`config.mk`:
```
export PLATFORM = sky130hd
export DESIGN_NAME = antares_seq_divider
export DESIGN_NICKNAME = d
export VERILOG_FILES = /design/src/rtl/antares_seq_divider_pkg.sv /design/src/rtl/antares_seq_divider_step.sv /design/src/rtl/antares_seq_divider.sv
export SDC_FILE = /design/constraint.sdc
export NUM_CORES = 1
export LEC_CHECK = 0
export BUFFER_PORTS_ARGS = -buffer_cell sky130_fd_sc_hd__buf_2
export CORE_AREA = 2 2 162 164
export CTS_BUF_LIST = sky130_fd_sc_hd__clkbuf_4 sky130_fd_sc_hd__clkbuf_8
export DETAILED_ROUTE_END_ITERATION = 6
export DIE_AREA = 0 0 164 166
export REMOVE_ABC_BUFFERS = 1
export SYNTH_ARGS = -nofsm -noshare
export SYNTH_HDL_FRONTEND = slang
export SYNTH_SLANG_ARGS = --single-unit
export TNS_END_PERCENT = 30
```
`constraint.sdc`:
```
create_clock -name clk -period 3.3 [get_ports clk]
set_input_delay 0.165 -clock clk [delete_from_list [all_inputs] [get_ports clk]]
set_output_delay 0.165 -clock clk [all_outputs]
set_load 0.02 [all_outputs]
```
`src/rtl/antares_seq_divider_pkg.sv`:
```
// Shared types and helpers for the Antares sequential divider.
// Holds FSM encodings, iteration count and operand sign handling.
package antares_seq_divider_pkg;

    localparam int unsigned DIV_WIDTH      = 32;
    localparam int unsigned DIV_ITERATIONS = 32;
    localparam int unsigned DIV_CNT_WIDTH  = 5;

    typedef enum logic {
        DIV_IDLE = 1'b0,
        DIV_BUSY = 1'b1
    } div_state_t;

    typedef struct packed {
        logic [DIV_WIDTH-1:0] dividend_abs;
        logic [DIV_WIDTH-1:0] divisor_abs;
        logic                 neg_q;
        logic                 neg_r;
    } div_operands_t;

    function automatic logic [DIV_WIDTH-1:0] neg_if(
        input logic                 neg,
        input logic [DIV_WIDTH-1:0] value
    );
        return neg ? (~value + 32'd1) : value;
    endfunction

    // Magnitudes are taken as unsigned, so |-2^31| stays 0x80000000.
    function automatic div_operands_t capture(
        input logic                 is_signed,
        input logic [DIV_WIDTH-1:0] num,
        input logic [DIV_WIDTH-1:0] den
    );
        div_operands_t ops;
        ops.dividend_abs = neg_if(is_signed & num[DIV_WIDTH-1], num);
        ops.divisor_abs  = neg_if(is_signed & den[DIV_WIDTH-1], den);
        ops.neg_q        = is_signed & (num[DIV_WIDTH-1] ^ den[DIV_WIDTH-1]);
        ops.neg_r        = is_signed & num[DIV_WIDTH-1];
        return ops;
    endfunction

endpackage

```
`src/rtl/antares_seq_divider_step.sv`:
```
// One radix-2 restoring step: shift in the next dividend bit,
// trial-subtract the divisor and emit one quotient bit.
module antares_seq_divider_step
    import antares_seq_divider_pkg::*;
(
    input  logic [DIV_WIDTH-1:0] rem,
    input  logic [DIV_WIDTH-1:0] dq,
    input  logic [DIV_WIDTH-1:0] divisor,
    output logic [DIV_WIDTH-1:0] rem_next,
    output logic [DIV_WIDTH-1:0] dq_next
);

    logic [DIV_WIDTH:0] trial;

    always_comb begin
        trial    = {rem, dq[DIV_WIDTH-1]} - {1'b0, divisor};
        rem_next = {rem[DIV_WIDTH-2:0], dq[DIV_WIDTH-1]};
        dq_next  = {dq[DIV_WIDTH-2:0], 1'b0};
        if (!trial[DIV_WIDTH]) begin
            rem_next = trial[DIV_WIDTH-1:0];
            dq_next  = {dq[DIV_WIDTH-2:0], 1'b1};
        end
    end

endmodule

```
`src/rtl/antares_seq_divider.sv`:
```
// 32-bit signed/unsigned sequential divider, one quotient bit per cycle.
// Results are valid on the first cycle div_stall drops after a start.
module antares_seq_divider
    import antares_seq_divider_pkg::*;
(
    input  logic                 clk,
    input  logic                 rst,
    input  logic                 op_divs,
    input  logic                 op_divu,
    input  logic [DIV_WIDTH-1:0] dividend,
    input  logic [DIV_WIDTH-1:0] divisor,
    output logic [DIV_WIDTH-1:0] quotient,
    output logic [DIV_WIDTH-1:0] remainder,
    output logic                 div_stall
);

    div_state_t state;
    div_state_t state_next;

    logic [DIV_WIDTH-1:0]     rem;
    logic [DIV_WIDTH-1:0]     dq;
    logic [DIV_WIDTH-1:0]     dvsr;
    logic                     neg_q;
    logic                     neg_r;
    logic [DIV_CNT_WIDTH-1:0] cnt;

    logic                 start;
    logic                 accept;
    div_operands_t        ops;
    logic [DIV_WIDTH-1:0] rem_step;
    logic [DIV_WIDTH-1:0] dq_step;

    assign start  = op_divs | op_divu;
    assign accept = (state == DIV_IDLE) && start;

    // Signed wins when both start pulses arrive together.
    always_comb begin
        ops = capture(op_divs, dividend, divisor);
    end

    antares_seq_divider_step u_step (
        .rem      (rem),
        .dq       (dq),
        .divisor  (dvsr),
        .rem_next (rem_step),
        .dq_next  (dq_step)
    );

    always_ff @(posedge clk) begin
        if (rst) begin
            state <= DIV_IDLE;
        end else begin
            state <= state_next;
        end
    end

    always_comb begin
        state_next = state;
        div_stall  = 1'b0;
        case (state)
            DIV_IDLE: begin
                if (start) begin
                    state_next = DIV_BUSY;
                end
            end
            DIV_BUSY: begin
                div_stall = 1'b1;
                if (cnt == '0) begin
                    state_next = DIV_IDLE;
                end
            end
            default: begin
                state_next = DIV_IDLE;
            end
        endcase
    end

    always_ff @(posedge clk) begin
        if (rst) begin
            rem   <= '0;
            dq    <= '0;
            dvsr  <= '0;
            neg_q <= 1'b0;
            neg_r <= 1'b0;
            cnt   <= '0;
        end else if (accept) begin
            rem   <= '0;
            dq    <= ops.dividend_abs;
            dvsr  <= ops.divisor_abs;
            neg_q <= ops.neg_q;
            neg_r <= ops.neg_r;
            cnt   <= DIV_CNT_WIDTH'(DIV_ITERATIONS - 1);
        end else if (state == DIV_BUSY) begin
            rem <= rem_step;
            dq  <= dq_step;
            cnt <= cnt - 1'b1;
        end
    end

    assign quotient  = neg_if(neg_q, dq);
    assign remainder = neg_if(neg_r, rem);

endmodule

```
Word level (Yosys, flattened, before mapping)
Index checks and enable logic that the tools add are counted.
Cells by class
  multiplexer cells: 14
  reduce and logical (&&, ||, !) cells: 4
  bitwise gates (word level): 10
  add/subtract/negate cells: 6
Operator list (count)
  $mux W32: 7
  $add A32 B1 Y32 const B: 4
  $not A32 Y32: 4
  $sub A33 B32 Y33: 1
  $mux W5: 2
  $logic_not A5 Y1: 1
  $sub A5 B1 Y5 const B: 1
  $mux W1: 4
  $and A1 B1 Y1: 3
  $pmux W1 S2: 1
  $reduce_bool A2 Y1: 1
  $reduce_or A2 Y1: 1
  $logic_and A1 B1 Y1: 1
  $not A1 Y1: 1
  $or A1 B1 Y1: 1
  $xor A1 B1 Y1: 1
Storage, ports and cells
  bits in registers: 104
  bits of input ports: 68

Depth between registers and ports, before layout
Gate-level depths: netlist (run 1).
  depth in word-level cells: 4
  mapped depth: 13

Hierarchy
From an unflattened synthesis (run 1), not the netlist that was laid out.
Second synthesis, totals
  cell total of the unflattened synthesis: 1198
  area total of the unflattened synthesis: 9442.8 µm²
By module, submodules not included
  antares_seq_divider: times used 1, area an instance 6851.6 µm², sequential area each 2082.0 µm², cells each 862
  antares_seq_divider_step: times used 1, area an instance 2591.2 µm², sequential area each 0.0 µm², cells each 336

Least setup slack after synthesis (run 1)
OpenSTA, ideal clock, no wires.
  path type: register to register
  from: reg dq[31]
  to: reg rem[22]
  cell stages (with the launch flop): 14
  clock period less this slack: 3.018 ns
  data required time: 3.163 ns
  arrival time: 2.881 ns
  setup time: 0.137 ns
  path slack: 0.282 ns
  path through: dfxtp_1 > inv_1 > ha_1 > fa_1 > nand2b_1 > a21o_1 > a31oi_1 > a21oi_1 > o21ai_1 > a311oi_2 > xnor2_1 > buf_4 > mux2i_1 > a211oi_1
Between the ends
  longest elaborated chain between the ends: 2
RTL lines
  from (decl): line antares_seq_divider.sv:21  | logic [DIV_WIDTH-1:0] dq;
  from (signal assigned): line antares_seq_divider.sv:88  | dq <= ops.dividend_abs;
  from (signal assigned): line antares_seq_divider.sv:95  | dq <= dq_step;
  $sub A33 B32 Y33: line antares_seq_divider_step.sv:16  | trial = {rem, dq[DIV_WIDTH-1]} - {1'b0, divisor};
  $mux W32: line antares_seq_divider_step.sv:19  | if (!trial[DIV_WIDTH]) begin
  to (signal assigned): line antares_seq_divider.sv:94  | rem <= rem_step;
  to (decl): line antares_seq_divider.sv:20  | logic [DIV_WIDTH-1:0] rem;
No other way between the ends.
A chain may end at the register's enable or synchronous reset.

Final worst setup path (run 1)
  from: reg rem[1]
  to: out remainder[28]
Between the ends
  longest elaborated chain between the ends: 3
RTL lines
  $not A32 Y32: line antares_seq_divider_pkg.sv:25  | return neg ? (~value + 32'd1) : value;
  $add A32 B1 Y32: line antares_seq_divider_pkg.sv:25
  $mux W32: line antares_seq_divider_pkg.sv:25
  to (decl): line antares_seq_divider.sv:13  | output logic [DIV_WIDTH-1:0] remainder,
No other way between the ends.

==> results.py, run 1 <==
metrics = {
    "status": {
        "status": "complete, no violations",
    },
    "clock_network": {
        "clk_pin_slew_ps": 120,
        "cts_tree": "built",
        "htree_num_levels": 3,
        "cts_buffer_depth": 2,
        "root_buffer": "clkbuf_8",
        "clock_latency_ps": 410,
        "cts_buffers": 9,
        "numClockSinks": 104,
        "ctsHoldBuffers": 0,
    },
    "drt": {
        "routedWlPerCell_um": 16.1,
        "wl_um": 26300,
        "vias": 8689,
        "initialDrtViolationCount": 490,
        "detail_route.first_pass.iterations": 6,
        "vias_per_cell": 5.30,
        "drc": 0,
        "antenna_left": 0,
    },
    "final_layout": {
        "final_util": 0.409,
        "ff_latch_area_um2": 2100,
        "n_antenna_cell": 0,
        "final_cell_mix": "130 x nor2_1, 126 x buf_2, 105 x a21oi_1",
        "fillers": 2652,
        "multi_input_area_um2": 6390,
        "area_growth_pct": 19.7,
        "drive_above_1_share": 0.209,
        "finalNetCount": 1406,
        "final_common_cell": "nor2_1",
    },
    "grt": {
        "grt_max_degree": 66,
        "overflow": 0,
        "grt_usage": 0.189,
        "grt_pass1_vias": 8109,
        "grt_pass1_wl_um": 41800,
        "antenna_found_initial": 1,
    },
    "synth": {
        "ys.flop_type": "dfxtp_1",
        "syn_inst": 1168,
        "ys_types": 59,
        "avgSynthCellArea_um2": 7.49,
        "synth.largest_area_cell": "dfxtp_1",
        "synth_top_area_share": 0.238,
        "post_synth_fa_ha_maj_area_fraction": 0.0566,
        "synthTopCellsByArea": "dfxtp_1 24%, xnor2_1 11%, a21oi_1 6.1%",
        "synth_xor_area_frac": 0.144,
        "synth_compound_area_frac": 0.268,
        "synthArstFlopShare": 0,
        "synth_area_um2": 8750,
        "ys_ff_latch": 104,
        "seq_area_frac_synth": 0.238,
        "synth-simple-area-share": 0.209,
        "synth_warnings": 0,
        "synth_mux_area_frac": 0.0299,
        "synth_edf_count": 0,
        "synth_top_family_by_area": "compound AO/OA/AOI/OAI gates",
    },
    "floorplanning": {
        "initial_core_util": 0.342,
        "ios": 133,
        "dieArea_um2": 27200,
        "die_h_um": 166,
        "placementRows": 59,
        "coreArea_um2": 25600,
        "die_x_um": 164,
    },
    "timing": {
        "skew_ps": 24.5,
        "hold_violations": 0,
        "hold_ws_ps": 54.0,
        "finalCritPeriodShare": 0.977,
        "maxSlewViolCount": 0,
        "period_minus_slack_ps": 3230,
        "maxClockFrequency_mhz": 310,
        "tightest_slew_ps": 1150,
        "slew_headroom": 0.233,
        "setup_viol": 0,
        "rsz0062_at_grt": "yes",
        "setup_tns_ps": 0,
    },
    "worst_setup_path": {
        "crit_required_ps": 3130,
        "r2r-end": "rem[9]$_SDFFE_PP0P_",
        "rrSetupSlack_ps": 150,
        "end_kind": "output pin",
        "r2r_cells": 15,
        "start_kind": "flip-flop",
        "crit_path_max_fanout": 4,
        "path_class": "flip-flop to output pin",
        "arrival_ps": 3060,
        "r2r_start": "dq[31]$_SDFFE_PP0P_",
    },
    "power_and_ir_drop": {
        "power.density_nw_per_um2": 453,
        "p_leak_nw": 4.27,
        "pwr-share-seq": 0.320,
        "netSwitchingFraction": 0.418,
        "power_frac_comb": 0.509,
        "p_int_mw": 2.76,
        "p_switching_mw": 1.98,
        "ir_drop_mv": 0.182,
        "power_frac_clock": 0.171,
    },
    "hold_path": {
        "min_from": "divisor[31]",
        "min_path_cells": 3,
        "hp-class": "primary input to flip-flop",
        "hold-path-endpoint": "dvsr[31]$_SDFFE_PP0P_",
    },
    "placement": {
        "hpwl_um": 20100,
        "gp_congestion": 0.903,
        "io_buffers": 132,
    },
    "run": {
        "drv_cap": 0,
    },
}
==> critical path, cell delays in order (launching register included) <==
cell      delay (ps)
dfxtp_4          370
inv_4             70
ha_4             130
nand3b_1         150
nand2b_4         190
nand2b_4         140
nand2b_4         160
or4_4            480
or4_4            480
o31ai_4          190
xnor2_1          140
buf_4            160
==> cell families after synthesis <==
logic type	after synthesis
AO/OA/AOI/OAI	368
adder cells (fa/ha/maj)	39
XOR/XNOR	144
multiplexers	26
AND/OR/NAND/NOR	365
flip-flops	104
buffers and inverters	122
==> final cells by class <==
| type | instances | area share |
|---|---|---|
| Inverter | 49 | 0.0180 |
| Timing Repair Buffer | 193 | 0.114 |
| Tap cell | 335 | 0.0400 |
| Sequential cell | 104 | 0.201 |
| Clock buffer | 11 | 0.0139 |
| Clock inverter | 5 | 0.00382 |
| Multi-Input combinational cell | 942 | 0.610 |
==> worst max path at each step <==
| stage | startpoint | slack (ps) | cells past startpoint | endpoint |
|---|---|---|---|---|
| 6_report | rem[1]$_SDFFE_PP0P_ | 70 | 11 | remainder[28] |
| 5_1_grt | rem[3]$_SDFFE_PP0P_ | -70 | 9 | remainder[31] |
| 4_1_cts | rem[9]$_SDFFE_PP0P_ | -30 | 11 | remainder[28] |
| 3_3_place_gp | dq[31]$_SDFFE_PP0P_ | 140 | 14 | rem[25]$_SDFFE_PP0P_ |
| 3_5_place_dp | dq[31]$_SDFFE_PP0P_ | 30 | 14 | rem[23]$_SDFFE_PP0P_ |
| 2_1_floorplan | state$_SDFF_PP0_ | -3240 | 5 | rem[8]$_SDFFE_PP0P_ |
==> per-layer routing <==
layer / part of all wire / GRT usage
met5: 0.00049 / 0
met4: 0.014 / 0.0431
met3: 0.054 / 0.0387
met2: 0.47 / 0.315
met1: 0.46 / 0.252
==> metrics by stage <==
stage / cell area, um2 / std cells / power (mW) / setup slack (ps)
6_report: 10500 / 1639 / 4.74 / 74.8
3_3_place_gp: 9960 / 1613 / 3.76 / 140
2_1_floorplan: 8450 / 1095 / 3.08 / -3240
3_5_place_dp: 9960 / 1613 / 3.78 / 29.1
5_1_grt: 10500 / 1639 / 5.08 / -70.9
4_1_cts: 10300 / 1634 / 4.67 / -25.2
==> synth_stat cells, drive strengths merged (2+ instances only) <==
| master | number |
|---|---|
| o21ai | 87 |
| and2 | 8 |
| mux2i | 25 |
| a31o | 2 |
| buf | 18 |
| o41ai | 14 |
| and3 | 9 |
| nand3b | 5 |
| nor4 | 5 |
| nand4 | 10 |
| inv | 49 |
| nand2 | 76 |
| o211ai | 5 |
| nor3 | 30 |
| nor3b | 2 |
| o21a | 12 |
| nor2b | 6 |
| or2 | 4 |
| a31oi | 10 |
| a211oi | 62 |
| a21oi | 106 |
| clkbuf | 55 |
| xnor2 | 106 |
| o2111ai | 3 |
| a21o | 17 |
| nand3 | 18 |
| nor2 | 132 |
| xor2 | 38 |
| or4 | 20 |
| a211o | 4 |
| ha | 38 |
| and4 | 6 |
| or3 | 18 |
| nand2b | 13 |
| a2111oi | 3 |
| a221oi | 3 |
| o31ai | 30 |
| dfxtp | 104 |
| nand4b | 2 |
| a311oi | 7 |
==> power groups by stage <==
stage | registers [mW] | logic (mW) | clock network [mW]
after floorplan | 1.53 | 1.55 | 0
after global placement | 1.53 | 2.23 | 0
after detailed placement | 1.53 | 2.25 | 0
final | 1.52 | 2.41 | 0.811
after global routing | 1.54 | 2.65 | 0.892
after CTS | 1.51 | 2.32 | 0.841
==> state kept, by name (all words and copies together), names as in the netlist <==
signal  cells
neg_q       1
rem        32
dq         32
state       1
cnt         5
dvsr       32
neg_r       1
==> repair_timing <==
action / 4_1_cts / 5_1_grt
pin swaps: 5 / 3
setup endpoints to repair: 19 / 42
resized for setup: 28 / 28
gates cloned: 0 / 1
buffers inserted: 5 / 6
No activity file was read; power rests on OpenSTA's default activity.
==> run 2: changes to the inputs <==
--- a/constraint.sdc
+++ b/constraint.sdc
@@ -3,2 +3,2 @@
 set_output_delay 0.165 -clock clk [all_outputs]
-set_load 0.02 [all_outputs]
+set_load 0.1 [all_outputs]
==> results.py, run 2 (same netlist as run 1, synthesis figures left out) <==
metrics = {
    "status": {
        "status": "finished with violations",
        "violations": "setup timing",
    },
    "timing": {
        "period_minus_slack_ps": 3420,
        "skew_ps": 20.2,
        "maxSlewViolCount": 0,
        "slew_headroom": 0.321,
        "hold_violations": 0,
        "layout_setup_ws_ps": -116,
        "finalCritPeriodShare": 1.04,
        "rsz0062_at_grt": "yes",
        "maxClockFrequency_mhz": 293,
        "tightest_slew_ps": 1020,
        "setup_tns_ps": -199,
        "setup_viol": 3,
    },
    "drt": {
        "initialDrtViolationCount": 426,
        "drc": 0,
        "routedWlPerCell_um": 15.9,
        "vias": 8672,
        "vias_per_cell": 5.31,
        "wl_um": 26000,
        "detail_route.first_pass.iterations": 5,
        "antenna_left": 0,
    },
    "power_and_ir_drop": {
        "p_leak_nw": 4.35,
        "ir_drop_mv": 0.236,
        "power.density_nw_per_um2": 509,
    },
    "clock_network": {
        "clock_latency_ps": 400,
        "htree_num_levels": 3,
        "root_buffer": "clkbuf_8",
        "cts_buffer_depth": 2,
        "clk_pin_slew_ps": 110,
        "numClockSinks": 104,
        "cts_tree": "built",
        "cts_buffers": 9,
        "ctsHoldBuffers": 0,
    },
    "worst_setup_path": {
        "crit_path_max_fanout": 3,
        "path_class": "flip-flop to output pin",
        "arrival_ps": 3250,
        "startpoint": "rem[2]$_SDFFE_PP0P_",
        "end_kind": "output pin",
        "start_kind": "flip-flop",
        "r2r_cells": 14,
        "crit_required_ps": 3130,
        "r2r-end": "rem[27]$_SDFFE_PP0P_",
        "r2r_start": "dq[31]$_SDFFE_PP0P_",
        "rrSetupSlack_ps": 240,
        "critical_path.endpoint": "remainder[28]",
    },
    "floorplanning": {
        "ios": 133,
        "initial_core_util": 0.342,
        "dieArea_um2": 27200,
        "die_h_um": 166,
        "coreArea_um2": 25600,
        "placementRows": 59,
        "die_x_um": 164,
    },
    "grt": {
        "grt_pass1_vias": 8250,
        "overflow": 0,
        "grt_usage": 0.192,
        "grt_pass1_wl_um": 42500,
        "grt_max_degree": 68,
        "antenna_found_initial": 5,
    },
    "final_layout": {
        "fillers": 2695,
        "final_common_cell": "nor2_1",
        "reg_top3": "dq: 32 flops, dvsr: 32 flops, rem: 32 flops",
        "area_growth_pct": 23.6,
        "final_util": 0.422,
        "finalNetCount": 1398,
        "final_cell_mix": "129 x nor2_1, 114 x buf_2, 106 x a21oi_1",
        "drive_above_1_share": 0.215,
    },
    "placement": {
        "hpwl_um": 19900,
        "io_buffers": 132,
        "gp_congestion": 0.894,
    },
    "hold_path": {
        "hp-class": "primary input to flip-flop",
        "min_from": "divisor[31]",
    },
    "run": {
        "drv_cap": 0,
    },
}
-- run 2: how the worst min path moves through the flow --
stage	to	slack [ps]	depth (start not counted)
after floorplan	dvsr[0]$_SDFFE_PP0P_	230	1
after global placement	dvsr[31]$_SDFFE_PP0P_	450	2
after detailed placement	dvsr[31]$_SDFFE_PP0P_	460	2
after CTS	dvsr[31]$_SDFFE_PP0P_	40	3
after global routing	dvsr[0]$_SDFFE_PP0P_	50	3
final	dvsr[31]$_SDFFE_PP0P_	60	3
-- run 2: critical path, stage by stage (launching register included) --
cell	delay [ps]
dfxtp_2	350
nor3_4	210
nand3b_1	180
nand2b_4	180
nand2b_4	140
nand2b_4	150
or4_4	480
or4_4	480
o31ai_4	200
xnor2_1	150
bufbuf_16	340
-- run 2: layer usage --
layer  routed length (um)  GRT usage  up-vias
met3                 1120     0.0310       25
met5                   24          0        -
met1                12000      0.253     4000
met4                  391     0.0515        4
met2                12500      0.324      171
li1                     -          -     4472
-- run 2: report_power, final --
part	internal (mW)	total, mW	leakage [nW]	switching, mW
combinational	1.16	3.15	3.39	1.98
clock	0.335	0.831	0.0986	0.497
sequential	1.37	1.52	0.863	0.153
-- run 2: through the flow --
step / hold WS [ps] / area [um2] / std cells / worst slack [ps] / total power [mW]
6_report: 57.5 / 10800 / 1634 / -116 / 5.50
5_1_grt: 53.7 / 10800 / 1633 / -183 / 5.82
4_1_cts: 44.7 / 10600 / 1628 / -93.1 / 5.44
3_5_place_dp: 464 / 10200 / 1606 / 97.0 / 4.53
3_3_place_gp: 450 / 10200 / 1606 / 185 / 4.52
2_1_floorplan: 234 / 8450 / 1095 / -4210 / 3.73
-- run 2: what timing repair did --
item / in CTS / in global routing
buffers inserted: 6 / 3
pin swaps: 8 / 12
endpoints found under the setup margin: 18 / 50
gates resized for setup: 37 / 37
-- run 2: layout make-up --
| type | instances | area, um2 | share of cell area |
|---|---|---|---|
| repair buffers | 185 | 1420 | 0.131 |
| inverters | 49 | 184 | 0.0170 |
| flip-flops and latches | 104 | 2100 | 0.195 |
| diodes | 3 | 7.51 | 0.000694 |
| multi-input cells | 942 | 6490 | 0.600 |
| clock buffers | 12 | 159 | 0.0147 |
| clock inverters | 4 | 36.3 | 0.00336 |
| well taps | 335 | 419 | 0.0388 |
